--- config.mk ---
export PLATFORM = sky130hd
export DESIGN_NAME = mult_arb
export DESIGN_NICKNAME = d
export VERILOG_FILES = /design/src/rtl/mult_arb.sv
export SDC_FILE = /design/constraint.sdc
export NUM_CORES = 1
export LEC_CHECK = 0
export ABC_AREA = 1
export CORE_MARGIN = 2
export CORE_UTILIZATION = 35
export DETAILED_ROUTE_END_ITERATION = 8
export MAX_ROUTING_LAYER = met4
export PLACE_DENSITY = 0.82
export SYNTH_ARGS = -nofsm -noshare
export SYNTH_HDL_FRONTEND = slang
export SYNTH_SLANG_ARGS = --single-unit
--- constraint.sdc ---
create_clock -name clk -period 2.5 [get_ports clk]
set_clock_uncertainty 0.05 [all_clocks]
set_input_delay 0.25 -clock clk [delete_from_list [all_inputs] [get_ports clk]]
set_output_delay 0.25 -clock clk [all_outputs]
set_load 0.03 [all_outputs]
--- src/rtl/mult_arb.sv ---
// -----------------------------------------------------------------------------
// mult_arb
//    Round-robin arbiter in front of one shared, pipelined 8x8 signed
//    multiplier. At most one requester is granted per cycle. The winner's
//    operands go to the multiplier combinationally. An ID pipeline, matched to
//    the multiplier latency, tracks who owns each in-flight product so that
//    every result returns to its requester with a valid strobe.
//
//    Optional feature macro: MULT_ARB_PERF_EN
//       defined   : adds the busy_cnt port, a saturating count of busy cycles
//       undefined : no busy_cnt port and no counter; all else is identical
//
// Ports
//    clk        in   clock, every register updates on posedge
//    rst        in   synchronous reset, active-high
//    en         in   1 = grants allowed; 0 = no new grants, in-flight ops drain
//    req_valid  in   [NREQ]    per-requester request
//    req_ready  out  [NREQ]    per-requester grant, one-hot or zero (comb)
//    req_a      in   [NREQ*8]  multiplicands, requester i at [8i+7:8i]
//    req_b      in   [NREQ*8]  multipliers, same packing
//    mult_a     out  [8]       to multiplier input a (8'h00 when idle)
//    mult_b     out  [8]       to multiplier input b (8'h00 when idle)
//    mult_out   in   [16]      from multiplier output
//    rsp_valid  out            product valid this cycle
//    rsp_id     out  [IDW]     requester that owns rsp_data
//    rsp_data   out  [16]      signed product
//    busy       out            some operation is still in flight
//    busy_cnt   out  [16]      cycles with busy=1 (MULT_ARB_PERF_EN only)
// -----------------------------------------------------------------------------
module mult_arb #(
   parameter int NREQ = 4,
   parameter int IDW  = 2,
   parameter int LAT  = 2
) (
   input  logic              clk,
   input  logic              rst,
   input  logic              en,
   input  logic [NREQ-1:0]   req_valid,
   output logic [NREQ-1:0]   req_ready,
   input  logic [NREQ*8-1:0] req_a,
   input  logic [NREQ*8-1:0] req_b,
   output logic [7:0]        mult_a,
   output logic [7:0]        mult_b,
   input  logic [15:0]       mult_out,
   output logic              rsp_valid,
   output logic [IDW-1:0]    rsp_id,
   output logic [15:0]       rsp_data,
   output logic              busy
`ifdef MULT_ARB_PERF_EN
   ,
   output logic [15:0]       busy_cnt
`endif
);

   logic [IDW-1:0]          ptr_q, ptr_d;
   logic                    found;
   logic [IDW-1:0]          winner;
   int                      scan_idx;
   logic                    grant;

   // One stage per multiplier latency cycle; stage 0 is written on the grant.
   logic [LAT-1:0]          v_q;
   logic [LAT-1:0][IDW-1:0] id_q;

   // Rotating priority scan starting at ptr_q; the first requester found wins.
   always_comb begin
      found    = 1'b0;
      winner   = '0;
      scan_idx = 0;
      for (int k = 0; k < NREQ; k++) begin
         scan_idx = int'(ptr_q) + k;
         if (scan_idx >= NREQ) begin
            scan_idx = scan_idx - NREQ;
         end
         if (!found && req_valid[scan_idx]) begin
            found  = 1'b1;
            winner = scan_idx[IDW-1:0];
         end
      end
   end

   // A grant is always a handshake: the winner is guaranteed to be requesting.
   assign grant = found & en & ~rst;

   always_comb begin
      req_ready = '0;
      if (grant) begin
         req_ready[winner] = 1'b1;
      end
   end

   always_comb begin
      mult_a = 8'h00;
      mult_b = 8'h00;
      if (grant) begin
         mult_a = req_a[int'(winner)*8 +: 8];
         mult_b = req_b[int'(winner)*8 +: 8];
      end
   end

   // Pointer moves to one past the winner, so an idle requester is skipped
   // and a lone requester wins every cycle.
   always_comb begin
      ptr_d = ptr_q;
      if (grant) begin
         if (winner == IDW'(NREQ - 1)) begin
            ptr_d = '0;
         end else begin
            ptr_d = winner + 1'b1;
         end
      end
   end

   always_ff @(posedge clk) begin
      if (rst) begin
         ptr_q <= '0;
      end else begin
         ptr_q <= ptr_d;
      end
   end

   // Reset clears every valid, so products in flight at reset are dropped.
   always_ff @(posedge clk) begin
      if (rst) begin
         v_q  <= '0;
         id_q <= '0;
      end else begin
         v_q[0]  <= grant;
         id_q[0] <= winner;
         for (int s = 1; s < LAT; s++) begin
            v_q[s]  <= v_q[s-1];
            id_q[s] <= id_q[s-1];
         end
      end
   end

   assign rsp_valid = v_q[LAT-1];
   assign rsp_id    = id_q[LAT-1];
   assign rsp_data  = mult_out;
   assign busy      = |v_q;

`ifdef MULT_ARB_PERF_EN
   logic [15:0] busy_cnt_q, busy_cnt_d;

   always_comb begin
      busy_cnt_d = busy_cnt_q;
      if (busy && (busy_cnt_q != 16'hFFFF)) begin
         busy_cnt_d = busy_cnt_q + 16'd1;
      end
   end

   always_ff @(posedge clk) begin
      if (rst) begin
         busy_cnt_q <= 16'd0;
      end else begin
         busy_cnt_q <= busy_cnt_d;
      end
   end

   assign busy_cnt = busy_cnt_q;
`endif

endmodule

Word-level counts from Yosys, hierarchy flattened

Cells that the tools add are included.

Register bits: 8
Output and inout port bits: 40
Word-level logic and storage cells: 66

Add/subtract/negate cells: 8
Magnitude comparators: 10
Equal/unequal tests: 1
Shift-type cells: 2
Mux-type cells: 30
Bitwise logic cells: 3
Reduce and logical (&&, ||, !) cells: 8

Operators by type and width:

| kind                  | count |
|---|---|
| $lt A32 B4 Y1 const B | 4 |
| $mux W32              | 4 |
| $shiftx A32 B6 Y8     | 2 |
| $mux W8               | 2 |
| $mux W1               | 13 |
| $sub A3 B3 Y4 const B | 3 |
| $mux W2               | 5 |
| $ge A3 B3 Y1 const B  | 3 |
| $bmux W1 S2           | 4 |
| $add A2 B2 Y3 const B | 2 |
| $logic_and A1 B1 Y1   | 4 |
| $mux W4               | 1 |
| $sub A2 B3 Y4 const B | 1 |
| $add A2 B1 Y3 const B | 1 |
| $ge A2 B3 Y1 const B  | 1 |
| $logic_not A1 Y1      | 3 |
| $lt A2 B3 Y1 const B  | 1 |
| $add A2 B1 Y2 const B | 1 |
| $and A1 B1 Y1         | 2 |
| $demux W1 S2          | 1 |
| $eq A2 B2 Y1 const B  | 1 |
| $ge A2 B1 Y1 const B  | 1 |
| $reduce_or A2 Y1      | 1 |
| $not A1 Y1            | 1 |

Longest topological paths before layout

Word-level depth: 20
Depth in mapped cells: 14

Worst setup path before layout

No wires, ideal clock.

Path type: flip-flop to output port
Start point: register ptr_q[0]
End point: output req_ready[2]
Arrival time: 1.905 ns
Required time: 2.200 ns
Path slack: 0.295 ns
Cell stages (with the launch flop): 14
Path buffers: 2
Path through: dfxtp_1 > buf_6 > nand2_2 > nand3_1 > nand2_2 > nor2_8 > nand2_1 > nand3_2 > nand2_4 > clkinv_4 > buf_6 > ha_1 > inv_1 > nor2_1

Word-level cells in the longest chain between the ends: 20
Elaborated cells between the ends (all ways): 49
Those cells by class: add/sub: 7; order compare: 6; mux: 27; bitwise: 2; reduce/logical: 7

Ends and longest elaborated chain:

| what                                                                   | RTL line | source |
|---|---|---|
| start: declaration                                                     | 55       | `logic [IDW-1:0] ptr_q, ptr_d;` |
| start signal: assignment                                               | 118      | `ptr_q <= ptr_d;` |
| parallel branches: the longest is 14 deep, another holds $sub A3 B3 Y4 | --       |  |
| $mux W2 *                                                              | 75       | `if (!found && req_valid[scan_idx]) begin` |
| named net winner[1]                                                    | 57       | `logic [IDW-1:0] winner;` |
| $lt A2 B3 Y1 (implied by the code) or $ge A2 B1 Y1 (tied branches)     | 88       | `req_ready[winner] = 1'b1;` |
| $logic_and A1 B1 Y1 (implied by the code)                              | 88       |  |
| $mux W1 (implied by the code)                                          | 88       |  |
| $demux W1 S2 *                                                         | 88       |  |
| $mux W4 *                                                              | 87       | `if (grant) begin` |
| end: declaration                                                       | 39       | `output logic [NREQ-1:0] req_ready,` |

Mark *: on every way through the listed nets, which the timed path passes. The select of a mux whose other input is x is not followed.

Worst setup path in the final report

Start point: input req_valid[0]
End point: output mult_b[1]

Word-level cells in the longest chain between the ends: 16
Elaborated cells between the ends (all ways): 30
Those cells by class: shift: 1; mux: 21; bitwise: 2; reduce/logical: 6

Ends and longest elaborated chain:

| what                                                                 | RTL line | source |
|---|---|---|
| start: declaration                                                   | 38       | `input logic [NREQ-1:0] req_valid,` |
| parallel branches: the longest is 15 deep, another holds $bmux W1 S2 | --       |  |
| $mux W8 *                                                            | 95       | `if (grant) begin` |
| end: declaration                                                     | 43       | `output logic [7:0] mult_b,` |

Mark *: on every way between the ends. The select of a mux whose other input is x is not followed.

==> qor.yml <==
synth_ff_type: "dfxtp_1"
htreeDepth: 1
p_int_mw: 1.27
drc: 0
setup_viol: 0
cts_inserted_buffers: 3
ios: 127
hpwl_um: 4130
maxCapViolCount: 0
viasPerCell: 4.75
async_reset_ff_share_pct: 0
worstPathMaxFanout: 6
slew_headroom_pct: 77.7
hold_buffers: 0
cp_slowest_cell: "clkdlybuf4s50_1"
status: "finished clean"
powerDensity_nw_per_um2: 983
synth_cell_type_count: 26
hold_violations: 0
synth_fp_nets: 403
cts_tree: "built"
clkPwrFrac_pct: 5.8
synth_top_area_share_pct: 17.2
synth_commonest_cells: "inv_1, nand2_1, nand3_1"
worstMarginPinSlew_ns: 0.334
die_w_um: 74.2
drive_gt1_share_pct: 20.8
clk_latency_ns: 0.24
gp_congestion: 0.911
setup_ws_ns: 0.0661
cp_top_family: "buffers and inverters"
dpl-instance-area_um2: 2570
start_kind: "primary input"
final_util_pct: 59.3
clock-root-buffer: "clkbuf_8"
rows: 25
power_frac_comb_pct: 87.4
routed_wl_um: 5640
grt_max_degree: 33
end_kind: "output pin"
area_delta_synth_final_pct: 62.4
critPathMaxStageDelay_ns: 0.47
path_cells: "clkdlybuf4s50_1 -> inv_1 -> nand2_2 -> nand3_2 -> nand2_4 -> nor2_8 -> nand3_4 -> nand3_4 -> clkbuf_16 -> nand2_1 -> nand3_1 -> a21oi_1 -> buf_4"
p_seq_share_pct: 6.8
crit_type: "primary input to output pin"
cp.required_ns: 2.20
syn_area_per_cell_um2: 5.53
die_height_um: 74.2
nets: 483
switchingPower_mw: 1.48
synth_edf_count: 0
ys_seq_elements: 8
synth_cells: 312
wl_per_cell_um: 12.3
cts.reportedPaths.clkPinSlew_ns: 0.04
worst-path-buf-inv: 4
post-route-min-period_ns: 2.43
leakage_nw: 1.49
grt_util_all_layers_pct: 19.1
synth.area.top_cells: "inv_1, nand2_1, nand4_1"
cp_common_cell: "nand3_4"
peakVddDrop_v: 0.000453
ys_seq_area_share_pct: 9.29
dpl_worst_slack_ns: 0.112
clock.fmax_ghz: 0.411
start_util_pct: 36.5
die_area_um2: 5500
setup-tns-final_ns: 0
yosysMostFrequentCell: "inv_1"
min_path_type: "register to register"
vias: 2173
ys_warn_count: 0
antenna_found_initial: 0
slew_violations: 0
holdWs_ns: 0.351
io_buffers: 94
switching_share_pct: 53.8
grt.overflow.total: 0
cts_sinks: 8
stdcell_area_um2: 2800
postRouteAntennaNets: 0
grt_pass1_vias: 1960
arrival_ns: 2.13
drt_first_pass_iters: 5
clock_path_buffers: 2
antenna_cells: 0
syn_area_um2: 1720
drtIter0Drc: 116
synth_largest_area_cell: "inv_1"
grt_setup_unrepaired: "yes"
fin_crit_sh_pct: 97.4
core_um2: 4720
grt_pass1_wl_um: 8200
==> path summary, 6_finish.rpt <==
path,end,cells after the start,start,slack [ns]
min reg2reg,rsp_id[0]$_SDFF_PP0_,2,id_q[0]$_SDFF_PP0_,0.35
max reg2reg,ptr_q[1]$_SDFFE_PP0P_,11,ptr_q[0]$_SDFFE_PP0P_,0.45
max,mult_b[1],13,req_valid[0],0.07
min,rsp_id[0]$_SDFF_PP0_,2,id_q[0]$_SDFF_PP0_,0.35
==> sequential cells by signal, summed over array words and instances (netlist names) <==
name,cells
v_q,2
rsp_id,2
ptr_q,2
id_q,2
==> area by class of cell <==
type	instances	area, µm²
Fill cell	451	1920
Timing Repair Buffer	110	1120
Sequential cell	8	165
Tap cell	67	83.8
Clock buffer	3	41.3
Inverter	83	327
Multi-Input combinational cell	185	1060
Timing Repair inverter	1	8.76
==> through the flow <==
| stage | cells | power [mW] |
|---|---|---|
| after floorplan | 312 | 1.69 |
| after global placement | 450 | 2.21 |
| after detailed placement | 450 | 2.24 |
| after CTS | 453 | 2.41 |
| after global routing | 457 | 2.97 |
| final | 457 | 2.75 |
==> placed cells by master (no fill, tap or decap), types with 8 or more instances in the layout <==
cell type,Yosys,final
buf_6,6,8
nor2_1,10,10
clkdlybuf4s50_1,0,72
inv_1,79,77
nand3_1,35,34
nand2_2,7,13
nand4_1,32,32
nand2_1,66,59
buf_4,18,23
a21oi_1,17,10
==> worst reg2reg max path: stages (launching register included) <==
cell and delay, ns:
dfxtp_4 0.38, buf_6 0.14, nand2_2 0.06, nand3_1 0.15, nand2_4 0.10, nor2_8 0.15
nand4_2 0.15, nand2_8 0.17, clkinv_8 0.09, ha_1 0.31, nor2_1 0.06, a211oi_1 0.16
==> power groups by stage <==
stage / Combinational (mW) / Sequential [mW] / Clock (mW)
after floorplan: 1.51 / 0.179 / 0
after global placement: 2.03 / 0.182 / 0
after detailed placement: 2.06 / 0.184 / 0
after CTS: 2.06 / 0.182 / 0.165
after global routing: 2.62 / 0.191 / 0.169
final: 2.41 / 0.187 / 0.159
==> what timing repair did <==
| action | in CTS | in global routing |
|---|---|---|
| endpoints found under the setup margin | 0 | 20 |
| gates resized for setup | 0 | 37 |
| setup buffers | 0 | 1 |
==> kinds of logic after synthesis <==
kind of cell	share of synthesized area, %
compound gates	5.95
fa+ha+maj	2.90
buf+inv	33.4
flops	9.29
simple gates	48.5
==> routing by layer <==
| metal | vias up | global-route usage (%) | part of all wire (%) |
|---|---|---|---|
| li1 | 1114 | - | - |
| met1 | 966 | 21.5 | 42 |
| met2 | 80 | 36.4 | 51 |
| met3 | 13 | 0.813 | 4.8 |
| met4 | 0 | 5.25 | 1.9 |
| met5 | - | - | 0 |
No activity file was read; power rests on OpenSTA's default activity.
==> patch 1 (same settings) <==
Build with the macro `MULT_ARB_PERF_EN` defined.
--- a/src/rtl/mult_arb.sv
+++ b/src/rtl/mult_arb.sv
@@ -27,6 +27,8 @@
 //    busy       out            some operation is still in flight
 //    busy_cnt   out  [16]      cycles with busy=1 (MULT_ARB_PERF_EN only)
 // -----------------------------------------------------------------------------
+`define MULT_ARB_PERF_EN
+
 module mult_arb #(
    parameter int NREQ = 4,
    parameter int IDW  = 2,
Formal check against the unedited RTL (old outputs only; new: busy_cnt): equivalent (Yosys induction, for registers that start in step).
==> patch 1 against the unedited design <==
- sequential cell count increased by 16
- via count rose by 43%
- worst setup slack worse by 0.042 ns
- final cell count up 38%
- hold slack gained 0.011 ns
- routed wire length increased by 47%
- area after synthesis rose by 47%
- sequential power is 150% higher
- design area rose by 46%
- register-to-register slack got worse by 0.07 ns
- power grew 30%
- critical path type unchanged
- largest power group unchanged
==> patch 1: results (changes against the unedited design) <==
metric,value,unit,change
dr_total_vias,3118,,+43%
place_area,3575,um2,+39%
path_max_fanout,6,,unchanged
post_cts_buffers,0,,unchanged
antenna_found_initial,0,,unchanged
yosys-top-cells-area,"dfxtp_1 (19%), inv_1 (14%), nand2_1 (13%)",,
post_synth_num_cell_types,33,,+27%
wirelength,8269,um,+47%
grt_pass1_wl,11650,um,+42%
cts_buffers,3,,unchanged
fin_nets,623,,+29%
r2r_cells,9,,-2
pre_cts_slack,0.04547,ns,-0.06653 ns
drt_iter0_markers,98,,-16%
drive_gt1_frac,0.2151,,+0.007402
max_stage_delay,0.49,ns,+0.02 ns
insertedDiodeCount,0,,unchanged
track_usage,0.1863,,-0.004822
worst_hold_slack,0.3617,ns,+0.01077 ns
routabilityCongestion,0.8827,,-3.1%
crit_slowest_cell,clkdlybuf4s50_1,,
syn_nets,522,,+30%
clkTransAtPathRegs,0.09,ns,+0.05 ns
cts_resized,2,,+2
dp_cells,613,,+36%
cp.arrival,2.18,ns,+0.05 ns
worst_slew_pin_slew,0.4151,ns,+0.08093 ns
peakVddDrop,0.4880,mV,+7.7%
synth_ff_type,dfxtp_1,,
status,"complete, no violations",,
cts_buffer_depth,2,,unchanged
hp-class,reg -> reg,,
clk-insertion-delay-late,0.27,ns,+0.03 ns
grt_pass1_vias,2760,,+41%
yosysSeqAreaShare,0.1893,,+0.09646
io_buffers,110,,+17%
ys.warnings.count,0,,unchanged
power_leakage,1.950,nW,+30%
first_pass_iters,4,,-1
synthTopCellsByCount,"inv_1 (95), nand2_1 (87), nand3_1 (42)",,
syn_avg_cell_area,5.901,um2,+6.8%
final_max_slew_viol_count,0,,unchanged
finalNonFillerCells,629,,+38%
hpwl,6022,um,+46%
ys_async_sr_fraction,0,,unchanged
grt_start_max_net_pins,33,,unchanged
root_buffer,clkbuf_8,,
## patch 1: cell count changes after synthesis, moves of 6 or more
cell,delta
nand2_1,+21
nor3_1,+6
dfxtp_1,+16
inv_1,+16
nor2_1,+12
o21ai_0,+9
a21oi_1,+13
nand3_1,+7
## patch 1: where the power goes
group          switching, W  internal (W)
sequential        0.0000349      0.000425
clock              0.000132      0.000214
combinational       0.00158       0.00119
total               0.00175       0.00183
## patch 1: tightest hold or removal path, cell delays in order, from the launching register on
cell	delay, ns
dfxtp_1	0.31
inv_1	0.04
nor2_1	0.03
## patch 1: routing by layer
metal	vias to the layer above	wire length (um)	global-route usage
met3	17	704	0.03324
li1	1542	-	-
met5	-	0	-
met2	149	4098	0.3340
met4	0	153	0.05156
met1	1410	3312	0.2118
## patch 1: worst paths after layout
kind | startpoint | endpoint | slack, ns
min reg2reg | id_q[1] | rsp_id[1] | 0.36
max | req_valid[1] | mult_b[2] | 0.02
max reg2reg | busy_cnt[0] | busy_cnt[12] | 0.38
min | id_q[1] | rsp_id[1] | 0.36
## patch 1: area by class of cell
| type | instances | area [um2] |
|---|---|---|
| Fill cell | 687 | 3054 |
| Inverter | 99 | 399.1 |
| Clock buffer | 3 | 41.29 |
| Tap cell | 99 | 123.9 |
| Timing Repair Buffer | 133 | 1379 |
| Multi-Input combinational cell | 270 | 1622 |
| Sequential cell | 24 | 488.0 |
| Clock inverter | 1 | 30.03 |
## patch 1: cell families after synthesis
family	Yosys count	synth area share
AND/OR/NAND/NOR	217	0.4324
buffers and inverters	137	0.2530
AO/OA/AOI/OAI	43	0.08678
flip-flops	24	0.1893
adder cells (fa/ha/maj)	5	0.02465
XOR/XNOR	4	0.01381
==> patch 2 (same flow settings) <==
Without the edit above. `NREQ`: 4 -> 5.
--- a/src/rtl/mult_arb.sv
+++ b/src/rtl/mult_arb.sv
@@ -28,7 +28,7 @@
 //    busy_cnt   out  [16]      cycles with busy=1 (MULT_ARB_PERF_EN only)
 // -----------------------------------------------------------------------------
 module mult_arb #(
-   parameter int NREQ = 4,
+   parameter int NREQ = 5,
    parameter int IDW  = 2,
    parameter int LAT  = 2
 ) (
Interface: changed (resized req_a, req_b, req_ready and req_valid); port bits go from 127 to 145. The function was not compared with the original's and may differ.
==> patch 2 against the unedited design <==
- global-route usage up 5.5 points
- final cell count grew 18%
- routed wire length grew 44%
- the flow now finishes with violations (negative setup slack)
- sequential cell count did not move
- worst setup slack worse by 0.54 ns
- design area up 44%
- area after synthesis up 9.4%
- via count rose by 27%
Power is not compared: it rests on default switching activity, and its combinational part moved more than twofold at a synthesized area within 25%.
==> patch 2: results (changes against the unedited design) <==
metric,value,unit,change
drt_iter0_markers,231,,+99%
setup_ws,-0.4765,ns,-0.5426 ns
grt_start_max_net_pins,20,,-39%
violations,negative setup slack,,
setup-violations-final,22,,+22
place_area,3272,um2,+27%
post_synth_num_cell_types,34,,+31%
h-tree-depth,1,,unchanged
drive_gt1_frac,0.4851,,+0.2774
path_max_fanout,5,,-1
hpwl,5240,um,+27%
hold_start,v_q[0],,
wire_per_inst,15.07,um,+22%
first_pass_iters,4,,-1
rrSetupSlack,-0.19,ns,-0.64 ns
cp.arrival,2.68,ns,+0.55 ns
syn_nets,455,,+13%
status,finished with violations,,
synthTopCellsByCount,"nand2_1 (95), nand3_1 (62), nor2_1 (52)",,
yosys-top-cells-area,"nand2_1 (19%), nand3_1 (16%), nor2_1 (10%)",,
min_to,v_q[1],,
via_per_inst,5.109,,+7.5%
setup_tns,-9.074,ns,-9.074 ns
netlist_instances,342,,+9.6%
grt_pass1_vias,2694,,+37%
routabilityCongestion,0.9165,,+0.65%
fin_nets,584,,+21%
yosysSeqAreaShare,0.08488,,-0.008008
rr_endpoint,ptr_q[0],,
wirelength,8138,um,+44%
dp_cells,519,,+15%
[patch 2: cell count changes after synthesis, moves of 5 or more]
cell	unedited run	this run
nand4_1	32	3
inv_1	79	35
nor2_2	1	9
ha_1	4	9
nand2_1	66	95
nor2_1	10	52
nand3_1	35	62
a21oi_1	17	3
buf_2	9	1
[patch 2: how the worst max path moves through the flow]
| stage | startpoint | end | slack [ns] | depth (start not counted) |
|---|---|---|---|---|
| after floorplan | ptr_q[0] | mult_a[0] | -0.03 | 17 |
| after global placement | req_valid[0] | mult_a[0] | -0.19 | 13 |
| after detailed placement | ptr_q[0] | mult_b[1] | -0.20 | 17 |
| after CTS | ptr_q[0] | req_ready[0] | -0.37 | 19 |
| after global routing | ptr_q[0] | req_ready[3] | -0.58 | 18 |
| final | ptr_q[0] | mult_a[5] | -0.48 | 17 |
[patch 2: per-layer routing]
layer	track usage	share of wire	vias to the layer above
li1	-	-	1316
met1	0.2600	0.37	1295
met2	0.4696	0.55	123
met3	0.03605	0.059	25
met4	0.07679	0.020	0
met5	-	0	-
[patch 2: cell type report]
class | instances | area [um2]
flip-flops and latches | 8 | 167.7
repair buffers | 155 | 1615
fillers | 354 | 1107
clock buffers | 4 | 45.04
inverters | 43 | 188.9
multi-input cells | 260 | 1928
well taps | 70 | 87.58
[patch 2: stage by stage]
| stage | hold slack, ns | worst slack [ns] |
|---|---|---|
| after floorplan | 0.3383 | -0.02765 |
| after global placement | 0.3440 | -0.1942 |
| after detailed placement | 0.3550 | -0.2030 |
| after CTS | 0.3635 | -0.3726 |
| after global routing | 0.3900 | -0.5792 |
| final | 0.3646 | -0.4765 |
[patch 2: cell families after synthesis]
family	count (synthesis)	share of synthesized area
buffers and inverters	74	0.2149
adders and majority gates	9	0.05968
DFF	8	0.08488
other	1	0.001987
and+or+nand+nor	236	0.5849
AOI/OAI and AO/OA	14	0.05371
[patch 2: power by group through the flow]
stage	combinational [W]	sequential [W]	clock (W)
after detailed placement	0.00467	0.000202	0
after CTS	0.00591	0.000198	0.000171
after global routing	0.00718	0.000213	0.000180
after global placement	0.00460	0.000198	0
after floorplan	0.00324	0.000202	0
final	0.00672	0.000209	0.000172
[patch 2: timing repair]
item	4_1_cts	5_1_grt
pin swaps	26	32
buffers inserted	12	3
resized for setup	91	60
cloned	1	1
setup endpoints to repair	22	22
[patch 2: worst max-delay path: stages (launching register included)]
cell and delay, ns:
dfxtp_4 0.41, inv_6 0.06, ha_4 0.30, buf_6 0.11, nand2_2 0.05, nand2_2 0.10, nand2_2 0.08, nand3_4 0.07
nand3_4 0.11, nor2_8 0.18, nand3_4 0.11, o21ai_4 0.23, buf_12 0.14, buf_16 0.11, nand2_2 0.05, nor2_2 0.14
nor2_4 0.06, buf_6 0.13
